$ cat src/rtl/sqrt_pkg.sv
// Shared types and width helpers for the sqrt / square datapaths.
package sqrt_pkg;

    typedef enum logic [1:0] {
        IDLE = 2'd0,
        BUSY = 2'd1,
        DONE = 2'd2
    } state_t;

    function automatic int root_w(input int w);
        return w / 2;
    endfunction

    function automatic int rem_w(input int w);
        return w / 2 + 1;
    endfunction

endpackage

$ cat src/rtl/square_step.sv
// One shift-and-add iteration of the unsigned squarer.
module square_step
    import sqrt_pkg::*;
#(
    parameter int G_WIDTH = 8
) (
    input  logic [G_WIDTH-1:0]   acc,
    input  logic [G_WIDTH-1:0]   a,
    input  logic [G_WIDTH/2-1:0] m,
    output logic [G_WIDTH-1:0]   acc_nxt,
    output logic [G_WIDTH-1:0]   a_nxt,
    output logic [G_WIDTH/2-1:0] m_nxt
);

    localparam int N = root_w(G_WIDTH);

    always_comb begin
        acc_nxt = m[0] ? acc + a : acc;
        a_nxt   = a << 1;
        m_nxt   = m >> 1;
    end

endmodule

$ cat src/rtl/square_pipe_seq.sv
// Iterative unsigned squarer, N = G_WIDTH/2 shift-add cycles per operand.
// Define SQUARE_REM_ADD_EN to add rem_in to the square (radicand rebuild).
module square_pipe_seq
    import sqrt_pkg::*;
#(
    parameter int G_WIDTH = 8
) (
    input  logic                   clk,
    input  logic                   rst_n,
    input  logic                   in_valid,
    output logic                   in_ready,
    input  logic [G_WIDTH/2-1:0]   root_in,
`ifdef SQUARE_REM_ADD_EN
    input  logic [G_WIDTH/2:0]     rem_in,
`endif
    output logic                   out_valid,
    input  logic                   out_ready,
    output logic [G_WIDTH-1:0]     data_out
);

    localparam int N  = root_w(G_WIDTH);
    localparam int CW = (N > 2) ? $clog2(N) : 1;
    localparam logic [CW-1:0] LAST = CW'(N - 1);

    typedef logic [G_WIDTH-1:0] word_t;
    typedef logic [N-1:0]       root_t;

    state_t        state_q;
    state_t        state_d;
    word_t         acc_q;
    word_t         a_q;
    root_t         m_q;
    logic [CW-1:0] cnt_q;
    word_t         acc_n;
    word_t         a_n;
    root_t         m_n;
    word_t         acc_init;

    square_step #(
        .G_WIDTH (G_WIDTH)
    ) u_step (
        .acc     (acc_q),
        .a       (a_q),
        .m       (m_q),
        .acc_nxt (acc_n),
        .a_nxt   (a_n),
        .m_nxt   (m_n)
    );

`ifdef SQUARE_REM_ADD_EN
    assign acc_init = G_WIDTH'(rem_in);
`else
    assign acc_init = '0;
`endif

    assign in_ready  = (state_q == IDLE);
    assign out_valid = (state_q == DONE);

    always_comb begin
        state_d = state_q;
        unique case (state_q)
            IDLE: if (in_valid)        state_d = BUSY;
            BUSY: if (cnt_q == LAST)   state_d = DONE;
            DONE: if (out_ready)       state_d = IDLE;
            default:                   state_d = IDLE;
        endcase
    end

    always_ff @(posedge clk) begin
        if (!rst_n) begin
            state_q <= IDLE;
        end else begin
            state_q <= state_d;
        end
    end

    always_ff @(posedge clk) begin
        if (!rst_n) begin
            acc_q    <= '0;
            a_q      <= '0;
            m_q      <= '0;
            cnt_q    <= '0;
            data_out <= '0;
        end else begin
            if (state_q == IDLE && in_valid) begin
                acc_q <= acc_init;
                a_q   <= G_WIDTH'(root_in);
                m_q   <= root_in;
                cnt_q <= '0;
            end else if (state_q == BUSY) begin
                acc_q <= acc_n;
                a_q   <= a_n;
                m_q   <= m_n;
                cnt_q <= cnt_q + 1'b1;
                // last iteration lands straight in the output register
                if (cnt_q == LAST) begin
                    data_out <= acc_n;
                end
            end
        end
    end

endmodule

$ cat config.mk
export PLATFORM = sky130hd
export DESIGN_NAME = square_pipe_seq
export DESIGN_NICKNAME = d
export VERILOG_FILES = /design/src/rtl/sqrt_pkg.sv /design/src/rtl/square_step.sv /design/src/rtl/square_pipe_seq.sv
export SDC_FILE = /design/constraint.sdc
export NUM_CORES = 1
export LEC_CHECK = 0
export CAP_MARGIN = 30
export CORE_ASPECT_RATIO = 2
export CORE_MARGIN = 1
export CORE_UTILIZATION = 40
export DETAILED_ROUTE_END_ITERATION = 7
export PLACE_DENSITY_LB_ADDON = 0.15
export SYNTH_ARGS = -nofsm -noshare
export SYNTH_HDL_FRONTEND = slang
export SYNTH_SLANG_ARGS = --single-unit
$ cat constraint.sdc
create_clock -name clk -period 1.9 [get_ports clk]
set_input_delay 0.19 -clock clk [delete_from_list [all_inputs] [get_ports clk]]
set_output_delay 0.19 -clock clk [all_outputs]
set_load 0.02 [all_outputs]
==> flow_metrics.py <==
metrics = {
    "pwr": {
        "power_density_nw_per_um2": 754,
        "vdd_drop_max_mv": 0.634,
        "power_uw": 1430,
        "power.leakage_uw": 0.000707,
    },
    "setup_path": {
        "critPathLaunchType": "flop",
        "crit_path_end_kind": "flop",
        "worstPathMaxFanout": 3,
        "r2r-end": "data_out[4]",
        "timing.rr.start": "acc_q[0]",
        "rr_worst_depth": 8,
        "r2r_slack_ns": 0.13,
        "worstPathArrival_ns": 1.98,
        "crit_type": "flop to flop",
        "crit_required_ns": 2.11,
    },
    "yosys": {
        "synth_top_cell_by_area": "dfxtp_1",
        "synth-main-ff-cell": "dfxtp_1",
        "synth_seq_cells": 32,
        "yosysUniqueCellTypes": 35,
        "ys_warn_count": 0,
        "synth_top_area_share_pct": 41.0,
        "syn-instance-count": 184,
        "netlist_area_um2": 1560,
        "synth_nets": 201,
        "syn_avg_cell_area_um2": 8.49,
        "synth_top_family_by_area": "compound AO/OA/AOI/OAI gates",
        "synth-simple-area-share_pct": 15.5,
        "async_flop_share_pct": 0,
        "synth-adder-area-share_pct": 7.69,
        "synthMuxAreaShare_pct": 1.92,
        "synthTopCellsByArea": "dfxtp_1, a21oi_1, ha_1, nand2_1, a22oi_1",
        "synth_most_common_cell": "dfxtp_1",
        "synth_compound_area_share_pct": 26.2,
        "synth_xor_area_share_pct": 2.80,
        "synth_seq_area_share_pct": 41.0,
        "synth_edf_count": 0,
        "synth_common_cells": "dfxtp_1, a21oi_1, nand2_1",
    },
    "die": {
        "ios": 18,
        "die_area_um2": 4180,
        "die_w_um": 46.2,
        "start_util_pct": 42.4,
        "core_area_um2": 3680,
        "die_height_um": 90.4,
        "rows": 31,
    },
    "clocking": {
        "clock_sinks": 32,
        "clk_latency_ns": 0.28,
        "cts_buffers": 5,
        "clockBufferDepth": 2,
        "cts-hold-fix-buffers": 0,
        "cts_tree": "done",
        "clk_pin_slew_ns": 0.06,
        "root_buffer": "clkbuf_8",
        "cts_max_level": 2,
    },
    "placement": {
        "post-place-cells": 246,
        "dp_hpwl_um": 2840,
        "portBuffers": 17,
        "gp_congestion": 0.803,
    },
    "global_route": {
        "gr-usage-all-layers_pct": 20.8,
        "grt_pass1_vias": 1393,
        "grt_overflow_total": 0,
        "grt_max_degree": 29,
        "grt_pass1_wl_um": 6350,
        "antenna_found_initial": 0,
    },
    "drt": {
        "drc": 0,
        "vias": 1387,
        "firstDrtPassIters": 4,
        "routed_wl_um": 3750,
        "drt-wirelength-per-cell_um": 14.8,
        "drt_iter0_markers": 38,
        "ant_nets": 0,
        "routed_via_density": 5.46,
    },
    "final_layout": {
        "area_growth_pct": 21.3,
        "final_cell_count_no_fill": 254,
        "final_layout_size_suffix_gt1_share_pct": 9.76,
        "layout.nets": 221,
        "diodes": 0,
    },
    "min_path": {
        "hold_depth": 2,
        "holdPathEnd": "m_q[1]",
        "hp-class": "flop to flop",
        "hp-start": "m_q[1]",
    },
    "sta": {
        "setup_viol": 0,
        "fmax_ghz": 0.566,
        "finalCritPeriodShare_pct": 93.0,
        "period_minus_slack_ns": 1.77,
        "drv_slew": 0,
        "rsz0062_at_grt": "false",
        "finalHoldViolCount": 0,
        "fin_setup_tns_ns": 0,
        "slew_headroom_pct": 70.0,
        "worstMarginPinSlew_ns": 0.449,
        "fin_worst_skew_ns": 0.00322,
        "holdWs_ns": 0.449,
    },
    "status": {
        "status": "complete, no violations",
    },
    "flow_run": {
        "cap_viol_max_count": 0,
    },
}
[repair_timing]
item,4_1_cts,5_1_grt
buffers inserted,0,0
setup endpoints to repair,0,4
gates resized for setup,0,5
[per-stage QoR]
step / setup slack, ns / util (%) / area [µm²]
5_1_grt: 0.00180 / 51.4 / 1900
6_report: 0.133 / 51.4 / 1900
2_1_floorplan: 0.217 / - / 1560
4_1_cts: 0.0726 / 51.0 / 1880
3_3_place_gp: 0.147 / 48.6 / 1790
3_5_place_dp: 0.0970 / 48.6 / 1790
[state kept, by name (all words and copies together) (netlist names)]
register / flops
state_q: 2
cnt_q: 2
a_q: 8
m_q: 4
data_out: 8
acc_q: 8
[layout by cell type (no fill, tap or decap), drive strengths merged]
cell           instances
a211oi                 6
a21boi                 1
a21o                   2
a21oi                 29
a22oi                  8
a311oi                 2
a31oi                  2
a32oi                  1
and2                   2
and3                   1
buf                    6
clkbuf                 8
clkdlybuf4s50         17
dfxtp                 32
fa                     1
ha                     8
inv                    7
mux2i                  3
nand2                 20
nand2b                 5
nand3                  3
nand3b                 2
nor2                  15
nor2b                  2
nor3                   2
o211ai                 3
o21ai                  9
o21bai                 2
o22ai                  1
xnor2                  2
xor2                   3
[power by group]
part / internal, µW / switching [µW] / leakage (µW) / total (µW)
logic: 75.9 / 110 / 0.000401 / 185
registers: 694 / 17.9 / 0.000260 / 712
clock network: 295 / 236 / 0.0000455 / 531
total: 1070 / 363 / 0.000707 / 1430
[kinds of logic (layout without fill, tap and decap cells)]
family | after synthesis | after routing
AOI/OAI and AO/OA | 66 | 66
xor gates and xnor gates | 5 | 5
adders and majority gates | 9 | 9
buffers and inverters | 17 | 38
DFF | 32 | 32
muxes | 3 | 3
and+or+nand+nor | 52 | 52
[final cells by class]
class	count	area (µm²)
Inverter	7	26.3
Clock buffer	8	90.1
Tap cell	49	61.3
Sequential cell	32	642
Multi-Input combinational cell	135	861
Timing Repair Buffer	23	215
Fill cell	355	1790
[how the worst max path moves through the flow]
stage / startpoint / to / cells after the start
6_report: acc_q[0] / data_out[4] / 8
5_1_grt: acc_q[0] / acc_q[6] / 8
4_1_cts: a_q[0] / acc_q[4] / 8
3_5_place_dp: a_q[0] / acc_q[4] / 8
3_3_place_gp: a_q[0] / data_out[4] / 8
2_1_floorplan: a_q[0] / acc_q[4] / 8
[worst max-delay path, cell delays in order (launching register included)]
cell,delay (ns)
dfxtp_1,0.35
ha_2,0.20
inv_1,0.05
fa_1,0.40
nand2b_4,0.17
a21boi_1,0.18
nor3_1,0.06
nand3b_1,0.17
a21oi_1,0.12
[metal layers]
metal  up-vias  wire, µm  global-route usage [%]  share of wire (%)
met5         -         0                       0                  0
met2        22      2140                    36.4                 57
met3         9        74                    3.80                2.0
met1       666      1430                    21.6                 38
li1        690         -                       -                  -
met4         0       114                    11.0                3.0
Note: power is estimated with default switching activity, not from simulation.
